`src/rtl/command_executor_pkg.sv`:
```
// Shared types and constants for the UART command executor.
package command_executor_pkg;

  typedef enum logic [2:0] {
    S_IDLE,
    S_WRITE,
    S_READ_ISSUE,
    S_READ_WAIT,
    S_START,
    S_RESP
  } ctrl_state_e;

  typedef enum logic [1:0] {
    S_SER_IDLE,
    S_RESP_STATUS,
    S_TX_WAIT,
    S_RESP_DATA
  } ser_state_e;

  localparam logic [7:0] ST_WRITE_OK = 8'h00;
  localparam logic [7:0] ST_READ_OK  = 8'h01;
  localparam logic [7:0] ST_ERR_BASE = 8'hE0;

  localparam logic [1:0] ERR_NONE    = 2'd0;
  localparam logic [1:0] ERR_BAD_CMD = 2'd1;
  localparam logic [1:0] ERR_NO_ADDR = 2'd2;
  localparam logic [1:0] ERR_NO_DATA = 2'd3;

  function automatic logic [7:0] err_status(input logic [1:0] err);
    return ST_ERR_BASE | {6'd0, err};
  endfunction

endpackage

```
`src/rtl/command_executor_resp_serializer.sv`:
```
// Sends a status byte plus optional LSB-first data bytes to uart_tx, with a per-byte timeout.
module command_executor_resp_serializer
  import command_executor_pkg::*;
#(
  parameter int unsigned DATA_WIDTH = 32,
  parameter int unsigned TX_TIMEOUT = 100000
) (
  input  logic                  clock,
  input  logic                  reset,
  input  logic                  i_start,
  input  logic [7:0]            i_status,
  input  logic [DATA_WIDTH-1:0] i_data,
  input  logic                  i_is_read,
  input  logic                  i_tx_busy,
  input  logic                  i_tx_done,
  output logic [7:0]            o_tx_byte,
  output logic                  o_tx_start,
  output logic                  o_tx_timeout,
  output logic                  o_done_c
);

  localparam int unsigned NBYTES = DATA_WIDTH / 8;
  localparam int unsigned IDX_W  = $clog2(NBYTES + 1);
  localparam int unsigned CNT_W  = $clog2(TX_TIMEOUT + 1);

  ser_state_e            state_q, state_d;
  logic [7:0]            status_q, status_d;
  logic [DATA_WIDTH-1:0] shift_q, shift_d;
  logic                  is_read_q, is_read_d;
  logic [IDX_W-1:0]      idx_q, idx_d;
  logic [CNT_W-1:0]      cnt_q, cnt_d;
  logic [7:0]            tx_byte_q, tx_byte_d;
  logic                  tx_start_q, tx_start_d;
  logic                  timeout_q, timeout_d;

  always_ff @(posedge clock or negedge reset) begin
    if (!reset) begin
      state_q    <= S_SER_IDLE;
      status_q   <= '0;
      shift_q    <= '0;
      is_read_q  <= 1'b0;
      idx_q      <= '0;
      cnt_q      <= '0;
      tx_byte_q  <= '0;
      tx_start_q <= 1'b0;
      timeout_q  <= 1'b0;
    end else begin
      state_q    <= state_d;
      status_q   <= status_d;
      shift_q    <= shift_d;
      is_read_q  <= is_read_d;
      idx_q      <= idx_d;
      cnt_q      <= cnt_d;
      tx_byte_q  <= tx_byte_d;
      tx_start_q <= tx_start_d;
      timeout_q  <= timeout_d;
    end
  end

  // Idle with a free transmitter launches the status byte straight away to keep latency minimal.
  always_comb begin
    state_d    = state_q;
    status_d   = status_q;
    shift_d    = shift_q;
    is_read_d  = is_read_q;
    idx_d      = idx_q;
    cnt_d      = cnt_q;
    tx_byte_d  = tx_byte_q;
    tx_start_d = 1'b0;
    timeout_d  = timeout_q;
    o_done_c   = 1'b0;
    case (state_q)
      S_SER_IDLE: begin
        if (i_start) begin
          status_d  = i_status;
          shift_d   = i_data;
          is_read_d = i_is_read;
          idx_d     = '0;
          if (!i_tx_busy) begin
            tx_byte_d  = i_status;
            tx_start_d = 1'b1;
            cnt_d      = '0;
            state_d    = S_TX_WAIT;
          end else begin
            state_d = S_RESP_STATUS;
          end
        end
      end
      S_RESP_STATUS: begin
        if (!i_tx_busy) begin
          tx_byte_d  = status_q;
          tx_start_d = 1'b1;
          cnt_d      = '0;
          state_d    = S_TX_WAIT;
        end
      end
      S_TX_WAIT: begin
        if (i_tx_done) begin
          if (is_read_q && (idx_q < IDX_W'(NBYTES))) begin
            state_d = S_RESP_DATA;
          end else begin
            state_d  = S_SER_IDLE;
            o_done_c = 1'b1;
          end
        end else if (cnt_q == CNT_W'(TX_TIMEOUT - 1)) begin
          timeout_d = 1'b1;
          state_d   = S_SER_IDLE;
          o_done_c  = 1'b1;
        end else begin
          cnt_d = cnt_q + CNT_W'(1);
        end
      end
      S_RESP_DATA: begin
        if (!i_tx_busy) begin
          tx_byte_d  = shift_q[7:0];
          shift_d    = shift_q >> 8;
          idx_d      = idx_q + IDX_W'(1);
          tx_start_d = 1'b1;
          cnt_d      = '0;
          state_d    = S_TX_WAIT;
        end
      end
      default: state_d = S_SER_IDLE;
    endcase
  end

  assign o_tx_byte    = tx_byte_q;
  assign o_tx_start   = tx_start_q;
  assign o_tx_timeout = timeout_q;

endmodule

```
`src/rtl/command_executor.sv`:
```
// Turns one decoded UART command into a memory access and hands the response to the serializer.
module command_executor
  import command_executor_pkg::*;
#(
  parameter int unsigned ADDR_WIDTH       = 15,
  parameter int unsigned DATA_WIDTH       = 32,
  parameter int unsigned MEM_READ_LATENCY = 1,
  parameter int unsigned TX_TIMEOUT       = 100000
) (
  input  logic                  clock,
  input  logic                  reset,
  input  logic                  i_cmd_done,
  input  logic                  i_cmd_readwrite,
  input  logic [ADDR_WIDTH-1:0] i_cmd_address,
  input  logic [DATA_WIDTH-1:0] i_cmd_data,
  input  logic [1:0]            i_cmd_error,
  output logic                  o_mem_en,
  output logic                  o_mem_we,
  output logic [ADDR_WIDTH-1:0] o_mem_addr,
  output logic [DATA_WIDTH-1:0] o_mem_wdata,
  input  logic [DATA_WIDTH-1:0] i_mem_rdata,
  output logic [7:0]            o_tx_byte,
  output logic                  o_tx_start,
  input  logic                  i_tx_busy,
  input  logic                  i_tx_done,
  output logic                  o_busy,
  output logic                  o_overrun,
  output logic                  o_tx_timeout
);

  localparam int unsigned LAT_W = 3;

  ctrl_state_e           state_q, state_d;
  logic                  rw_q, rw_d;
  logic [ADDR_WIDTH-1:0] addr_q, addr_d;
  logic [DATA_WIDTH-1:0] wdata_q, wdata_d;
  logic [1:0]            err_q, err_d;
  logic [DATA_WIDTH-1:0] rdata_q, rdata_d;
  logic [LAT_W-1:0]      lat_q, lat_d;
  logic                  mem_en_q, mem_en_d;
  logic                  mem_we_q, mem_we_d;
  logic                  busy_q, busy_d;
  logic                  overrun_q, overrun_d;
  logic                  ser_start_c;
  logic [7:0]            ser_status_c;
  logic                  ser_done_c;

  always_ff @(posedge clock or negedge reset) begin
    if (!reset) begin
      state_q   <= S_IDLE;
      rw_q      <= 1'b0;
      addr_q    <= '0;
      wdata_q   <= '0;
      err_q     <= ERR_NONE;
      rdata_q   <= '0;
      lat_q     <= '0;
      mem_en_q  <= 1'b0;
      mem_we_q  <= 1'b0;
      busy_q    <= 1'b0;
      overrun_q <= 1'b0;
    end else begin
      state_q   <= state_d;
      rw_q      <= rw_d;
      addr_q    <= addr_d;
      wdata_q   <= wdata_d;
      err_q     <= err_d;
      rdata_q   <= rdata_d;
      lat_q     <= lat_d;
      mem_en_q  <= mem_en_d;
      mem_we_q  <= mem_we_d;
      busy_q    <= busy_d;
      overrun_q <= overrun_d;
    end
  end

  // Memory strobes and busy are decoded from the next state so they line up with the state register.
  always_comb begin
    state_d      = state_q;
    rw_d         = rw_q;
    addr_d       = addr_q;
    wdata_d      = wdata_q;
    err_d        = err_q;
    rdata_d      = rdata_q;
    lat_d        = lat_q;
    ser_start_c  = 1'b0;
    ser_status_c = ST_WRITE_OK;
    case (state_q)
      S_IDLE: begin
        if (i_cmd_done) begin
          rw_d    = i_cmd_readwrite;
          addr_d  = i_cmd_address;
          wdata_d = i_cmd_data;
          err_d   = i_cmd_error;
          if (i_cmd_error != ERR_NONE) state_d = S_START;
          else if (i_cmd_readwrite)    state_d = S_READ_ISSUE;
          else                         state_d = S_WRITE;
        end
      end
      S_WRITE: begin
        ser_start_c  = 1'b1;
        ser_status_c = ST_WRITE_OK;
        state_d      = S_RESP;
      end
      S_READ_ISSUE: begin
        lat_d   = '0;
        state_d = S_READ_WAIT;
      end
      S_READ_WAIT: begin
        if (lat_q == LAT_W'(MEM_READ_LATENCY - 1)) begin
          rdata_d = i_mem_rdata;
          state_d = S_START;
        end else begin
          lat_d = lat_q + LAT_W'(1);
        end
      end
      S_START: begin
        ser_start_c  = 1'b1;
        ser_status_c = (err_q != ERR_NONE) ? err_status(err_q) : ST_READ_OK;
        state_d      = S_RESP;
      end
      S_RESP: begin
        if (ser_done_c) state_d = S_IDLE;
      end
      default: state_d = S_IDLE;
    endcase
    overrun_d = overrun_q | (i_cmd_done && (state_q != S_IDLE));
    mem_en_d  = (state_d == S_WRITE) || (state_d == S_READ_ISSUE);
    mem_we_d  = (state_d == S_WRITE);
    busy_d    = (state_d != S_IDLE);
  end

  command_executor_resp_serializer #(
    .DATA_WIDTH (DATA_WIDTH),
    .TX_TIMEOUT (TX_TIMEOUT)
  ) u_resp_serializer (
    .clock        (clock),
    .reset        (reset),
    .i_start      (ser_start_c),
    .i_status     (ser_status_c),
    .i_data       (rdata_q),
    .i_is_read    (rw_q && (err_q == ERR_NONE)),
    .i_tx_busy    (i_tx_busy),
    .i_tx_done    (i_tx_done),
    .o_tx_byte    (o_tx_byte),
    .o_tx_start   (o_tx_start),
    .o_tx_timeout (o_tx_timeout),
    .o_done_c     (ser_done_c)
  );

  assign o_mem_en    = mem_en_q;
  assign o_mem_we    = mem_we_q;
  assign o_mem_addr  = addr_q;
  assign o_mem_wdata = wdata_q;
  assign o_busy      = busy_q;
  assign o_overrun   = overrun_q;

endmodule

```
`config.mk`:
```
export PLATFORM = sky130hd
export DESIGN_NAME = command_executor
export DESIGN_NICKNAME = d
export VERILOG_FILES = /design/src/rtl/command_executor_pkg.sv /design/src/rtl/command_executor_resp_serializer.sv /design/src/rtl/command_executor.sv
export SDC_FILE = /design/constraint.sdc
export NUM_CORES = 1
export LEC_CHECK = 0
export CAP_MARGIN = 20
export CORE_UTILIZATION = 50
export CTS_BUF_LIST = sky130_fd_sc_hd__clkbuf_2 sky130_fd_sc_hd__clkbuf_4 sky130_fd_sc_hd__clkbuf_8
export DETAILED_ROUTE_END_ITERATION = 12
export HOLD_SLACK_MARGIN = 0.03
export PLACE_DENSITY = 0.79
export SLEW_MARGIN = 10
export SYNTH_ARGS = -nofsm -noshare
export SYNTH_HDL_FRONTEND = slang
export SYNTH_SLANG_ARGS = --single-unit
export TNS_END_PERCENT = 100
```
`constraint.sdc`:
```
create_clock -name clock -period 5 [get_ports clock]
set_input_delay 1 -clock clock [delete_from_list [all_inputs] [get_ports clock]]
set_output_delay 1 -clock clock [all_outputs]
set_load 0.02 [all_outputs]
```
==> impl_metrics.ini, run 1 <==
[cts]
cts_hold_buf = 0
clk_pin_slew_ns = 0.08
cts_buffers = 17
clock_sink_count = 160
post_cts_buffers = 0
cts_tree = yes
cts_root_buffer = clkbuf_8
htreeDepth = 4
cts_resized = 0
clock_latency_ns = 0.45
cts_buffer_depth = 2

[cells_and_area]
final_nets = 888
drive_gt1_share_pct = 9.94
fin_area_sq_mm = 0.00883
antenna_cells = 0
area_growth_pct = 30.1

[sta]
finalSetupViolCount = 0
slew_viol_final = 0
worstMarginPinSlew_ns = 1.05
hold_violations = 0
slew_headroom_pct = 30.2
max_freq_mhz = 377
finalClockSkew_ns = 0.00664
fin_setup_tns_ns = 0
rsz0062_at_grt = false
fin_crit_ns = 2.65
period_share_pct = 53.0

[setup_path]
cp.required_ns = 5.37
cp.arrival_ns = 3.02
critPathKind = primary input to flop
critPathSlowestCell = clkdlybuf4s50_1
worstSetupStartpointType = primary input
max_stage_delay_ns = 0.52
worstPathMaxFanout = 14
worstPathCellList = clkdlybuf4s50_1, nor2b_1, nand4_1, or3_4, or4_1, a21oi_1
end_kind = flop

[logic_synthesis]
yosys.area.top_type = dfrtp_1
synth.most_common_cell = nand2_1
async_flop_share_pct = 100
postSynthAreaPerCell_sq_um = 10.4
ys.flop_type = dfrtp_1
synth_top_area_share_pct = 59.0
synth-seq-cells = 160
yosys_warnings = 0
synth-edff-count = 0
yosysSeqAreaShare_pct = 59.0
synth_area_leaders = dfrtp_1 (59%), nand2_1 (11%), mux2_2 (5.5%)
syn_area_sq_mm = 0.00679
syn_nets = 746
synthCells = 650
synthDistinctLibCells = 46
synth_commonest_cells = nand2_1 (205), dfrtp_1 (160), o21ai_0 (42), mux2_2 (33), clkbuf_1 (29)

[global_routing]
grt_usage_pct = 22.6
overflow = 0
grt_pass1_vias = 5200
grt_pass1_wl_um = 24900
grt_max_degree = 121
met3_usage_pct = 8.01
grt-busiest-layer = met2
antenna_found_initial = 0
use_met2_pct = 36.6
grt_util_met1_pct = 27.7

[detailed_routing]
first_pass_iters = 4
drc = 0
wl_per_cell_um = 15.1
vias_per_cell = 5.25
via_count = 5153
routed_wl_um = 14800
first_iter_violations = 372
ant_nets = 0

[die]
die_area_sq_mm = 0.0141
start_util_pct = 51.3
chipHeight_um = 119
core-area_sq_mm = 0.0132
io_pins = 148
die_w_um = 119
rows = 42

[hold_path]
worstHoldPathType = primary input to async pin

[power]
vdd_ir_drop_max_mv = 0.163
p_leak_nw = 4.12
power-per-cell-area_mw_per_mm2 = 262

[run]
drv_cap = 0

[place]
io_buffers = 147
gp_routability_congestion = 0.868
dp_hpwl_um = 10200
place_area_sq_mm = 0.00842

[run_status]
status = finished, final reports clean
[stage by stage]
| step | std cells | hold slack [ns] | utilization [%] | setup WS, ns | power, mW |
|---|---|---|---|---|---|
| after CTS | 980 | 0.481 | 66.5 | 2.39 | 2.34 |
| after global routing | 981 | 0.456 | 66.7 | 2.25 | 2.41 |
| final | 981 | 0.470 | 66.7 | 2.35 | 2.32 |
| after detailed placement | 948 | 0.458 | 63.6 | 1.93 | 1.42 |
| after global placement | 947 | 0.451 | 63.5 | 1.95 | 1.42 |
| after floorplan | 650 | 0.443 | - | 2.65 | 1.32 |
[flip-flops by register name, indices dropped and copies added (netlist names), 2 cells and up]
name                         flops
u_resp_serializer.status_q       3
rdata_q                         32
state_q                          3
u_resp_serializer.shift_q       32
lat_q                            3
o_mem_addr                      15
err_q                            2
o_mem_wdata                     32
u_resp_serializer.o_tx_byte      8
u_resp_serializer.idx_q          3
u_resp_serializer.state_q        2
u_resp_serializer.cnt_q         17
[logic make-up (layout without fill, tap and decap cells)]
kind of cell	Yosys count	count (layout)	synth area share, %
multiplexers	59	59	9.30
buffers and inverters	41	196	2.30
adder cells (fa/ha/maj)	9	9	1.66
AO/OA/AOI/OAI	94	94	8.75
AND/OR/NAND/NOR	280	280	18.1
XOR/XNOR	7	7	0.903
flip-flops	160	160	59.0
[where the power goes]
part | leakage, nW | total, mW | switching [mW] | internal (mW)
Sequential | 2.08 | 1.29 | 0.00000000000000000930 | 1.29
Clock | 0.204 | 0.923 | 0.459 | 0.464
Combinational | 1.83 | 0.0995 | 0.0374 | 0.0621
[worst max-delay path: cells and delay by family]
kind | cells | cell delay (ns)
compound gates | 1 | 0.15
buf+inv | 1 | 0.52
simple gates | 4 | 1.36
[final timing paths]
check | from | end | slack, ns | cells past startpoint
setup reg to reg | u_resp_serializer.state_q[1]$_DFFE_PN0P_ | u_resp_serializer.shift_q[21]$_DFFE_PN0P_ | 2.44 | 5
min in group clock | o_mem_wdata[10]$_DFFE_PN0P_ | o_mem_wdata[10]$_DFFE_PN0P_ | 0.48 | 2
setup / recovery | i_tx_done | u_resp_serializer.cnt_q[13]$_DFFE_PN0P_ | 2.35 | 6
max in group asynchronous | reset | u_resp_serializer.shift_q[7]$_DFFE_PN0P_ | 3.25 | 3
hold reg to reg | o_mem_wdata[10]$_DFFE_PN0P_ | o_mem_wdata[10]$_DFFE_PN0P_ | 0.48 | 2
hold / removal | reset | rdata_q[4]$_DFFE_PN0P_ | 0.47 | 1
[cells in the final DEF, fill, tap and decap left out, types with 2 or more instances in the layout]
cell	count
a221o_1	2
nor2_1	12
clkinv_4	2
clkdlybuf4s50_1	146
a21o_1	2
nand2b_1	6
a21oi_1	14
buf_4	6
nand2_1	205
o31ai_1	6
and4_1	4
nor3_1	6
o211ai_1	4
clkbuf_8	21
dfrtp_1	160
o21ai_0	42
clkinv_2	3
inv_1	9
ha_1	8
a22oi_1	2
or4_1	3
mux2i_1	26
nand4_1	5
nor4_1	5
a22o_1	10
o22ai_1	2
or2_2	2
or3_1	5
a32o_1	6
xor2_1	2
nand3_1	8
nand3b_1	5
nor2b_1	4
mux2_2	33
xnor2_1	5
clkbuf_4	3
[cell type report]
cell class | instances | area, sq um
clock buffer | 24 | 312
clock inverter | 8 | 78.8
fill | 1026 | 4410
inverter | 9 | 33.8
multi-input combinational | 449 | 2640
sequential | 160 | 4000
tap | 176 | 220
timing repair buffer | 155 | 1550
[per-layer routing]
layer / vias up / wire length (um)
met5: - / 0
met1: 2504 / 6350
met3: 23 / 974
met4: 0 / 259
met2: 134 / 7230
li1: 2492 / -
Power figures use the tool's default switching activity.
==> run 2: changes to the inputs <==
Clock period 5 ns to 2.5 ns, I/O delays scaled along.
==> impl_metrics.ini, run 2 (synthesis results as in run 1) <==
[run_status]
status = finished, final reports clean

[sta]
max_freq_mhz = 425
period_share_pct = 94.0
slew_headroom_pct = 51.3
hold_violations = 0
finalClockSkew_ns = 0.0146
slew_viol_final = 0
whs_ns = 0.476
worstMarginPinSlew_ns = 0.727
fin_setup_tns_ns = 0
rsz0062_at_grt = false
fin_ws_ns = 0.149
finalSetupViolCount = 0
fin_crit_ns = 2.35

[setup_path]
worstPathMaxFanout = 14
worstSetupStartpointType = flop
cp.required_ns = 2.87
cp.arrival_ns = 2.72
critPathKind = flop to flop
end_kind = flop

[cells_and_area]
multi_input_area_sq_mm = 0.00264
drive_gt1_share_pct = 10.7
layout_commonest_cell = nand2_1
area_growth_pct = 32.0
antenna_cells = 0
layout.area.seq_sq_mm = 0.00400
fin_area_sq_mm = 0.00896
n_fill_cell = 1015
final_nets = 896
layout_common_cells = nand2_1 (205), dfrtp_1 (160), clkdlybuf4s50_1 (146)
finish.utilization_pct = 67.7

[detailed_routing]
first_iter_violations = 361
routed_wl_um = 15200
first_pass_iters = 6
wl_per_cell_um = 15.4
via_count = 5235
ant_nets = 0
vias_per_cell = 5.30
drc = 0

[power]
power-per-cell-area_mw_per_mm2 = 532
p_sw_share_pct = 21.2
seqPwrFrac_pct = 54.3
p_int_mw = 3.75
clockPowerShare_pct = 41.5
comb_power_share_pct = 4.3
vdd_ir_drop_max_mv = 0.810
p_sw_mw = 1.01
p_leak_nw = 4.17

[global_routing]
grt_pass1_wl_um = 25500
antenna_found_initial = 0
grt_usage_pct = 23.0
grt_max_degree = 62
grt_pass1_vias = 5328
overflow = 0

[place]
dp_hpwl_um = 10700
place_area_sq_mm = 0.00853
gp_routability_congestion = 0.811
io_buffers = 147
place_ws_ns = 0.105

[die]
chipHeight_um = 119
rows = 42
die_area_sq_mm = 0.0141
io_pins = 148
core-area_sq_mm = 0.0132
die_w_um = 119
start_util_pct = 51.3

[cts]
htreeDepth = 4
clk_pin_slew_ns = 0.09
cts_buffers = 17
post_cts_buffers = 0
cts_buffer_depth = 2
cts_tree = yes
clock_sink_count = 160
cts_resized = 0
clock_latency_ns = 0.45
cts_root_buffer = clkbuf_8

[run]
drv_cap = 0

[hold_path]
worstHoldPathType = flop to flop
## run 2: cell types whose count changed in the layout (fill, tap and decap cells not counted), moves of 2 or more
cell	change
clkbuf_4	-3
buf_4	+5
inv_6	+2
bufinv_16	+2
clkinv_4	-2
buf_12	+4
clkinvlp_4	+3
clkbuf_8	-2
## run 2: final cells by class
type	instances	area share [%]
Sequential cell	160	44.7
Clock inverter	12	1.75
Tap cell	176	2.46
Clock buffer	19	2.92
Timing Repair Buffer	163	18.4
Inverter	9	0.377
Multi-Input combinational cell	449	29.5
## run 2: worst paths after layout
path / from / end / slack (ns) / cells after the start
max: u_resp_serializer.cnt_q[0]$_DFFE_PN0P_ / u_resp_serializer.cnt_q[13]$_DFFE_PN0P_ / 0.15 / 6
min in group asynchronous: reset / u_resp_serializer.shift_q[4]$_DFFE_PN0P_ / 0.59 / 2
max in group asynchronous: reset / o_overrun$_DFF_PN0_ / 1.23 / 3
max reg2reg: u_resp_serializer.cnt_q[0]$_DFFE_PN0P_ / u_resp_serializer.cnt_q[13]$_DFFE_PN0P_ / 0.15 / 6
min reg2reg: o_mem_wdata[11]$_DFFE_PN0P_ / o_mem_wdata[11]$_DFFE_PN0P_ / 0.48 / 2
min: o_mem_wdata[11]$_DFFE_PN0P_ / o_mem_wdata[11]$_DFFE_PN0P_ / 0.48 / 2
## run 2: worst max-delay path, stage by stage, from the launching register on
cell and delay (ns):
dfrtp_1 0.44, ha_1 0.26, and4_1 0.19, and4_1 0.29
or3_4 0.49, or4_1 0.48, a21oi_1 0.15
## run 2: what timing repair did
action	4_1_cts	5_1_grt
endpoints found under the setup margin	0	0
hold buffers	1	0
endpoints found under the hold margin	18	0
## run 2: stage by stage
stage | instances | power [mW]
2_1_floorplan | 650 | 2.64
3_3_place_gp | 956 | 2.84
3_5_place_dp | 956 | 2.84
4_1_cts | 988 | 4.81
5_1_grt | 988 | 4.92
6_report | 988 | 4.76
## run 2: layer usage
layer  global-route usage, %  share of wire (%)  up-vias
met5                       0                  0        -
met4                    8.39                1.9        0
met3                    6.90                5.8       25
met2                    37.4                 50      158
met1                    29.0                 42     2538
li1                        -                  -     2514
## run 2: power groups by stage
stage | logic (mW) | registers [mW] | clock network [mW]
after floorplan | 0.00304 | 2.64 | 0
after global placement | 0.201 | 2.64 | 0
after detailed placement | 0.205 | 2.64 | 0
after CTS | 0.207 | 2.59 | 2.02
after global routing | 0.223 | 2.59 | 2.11
final | 0.203 | 2.59 | 1.98
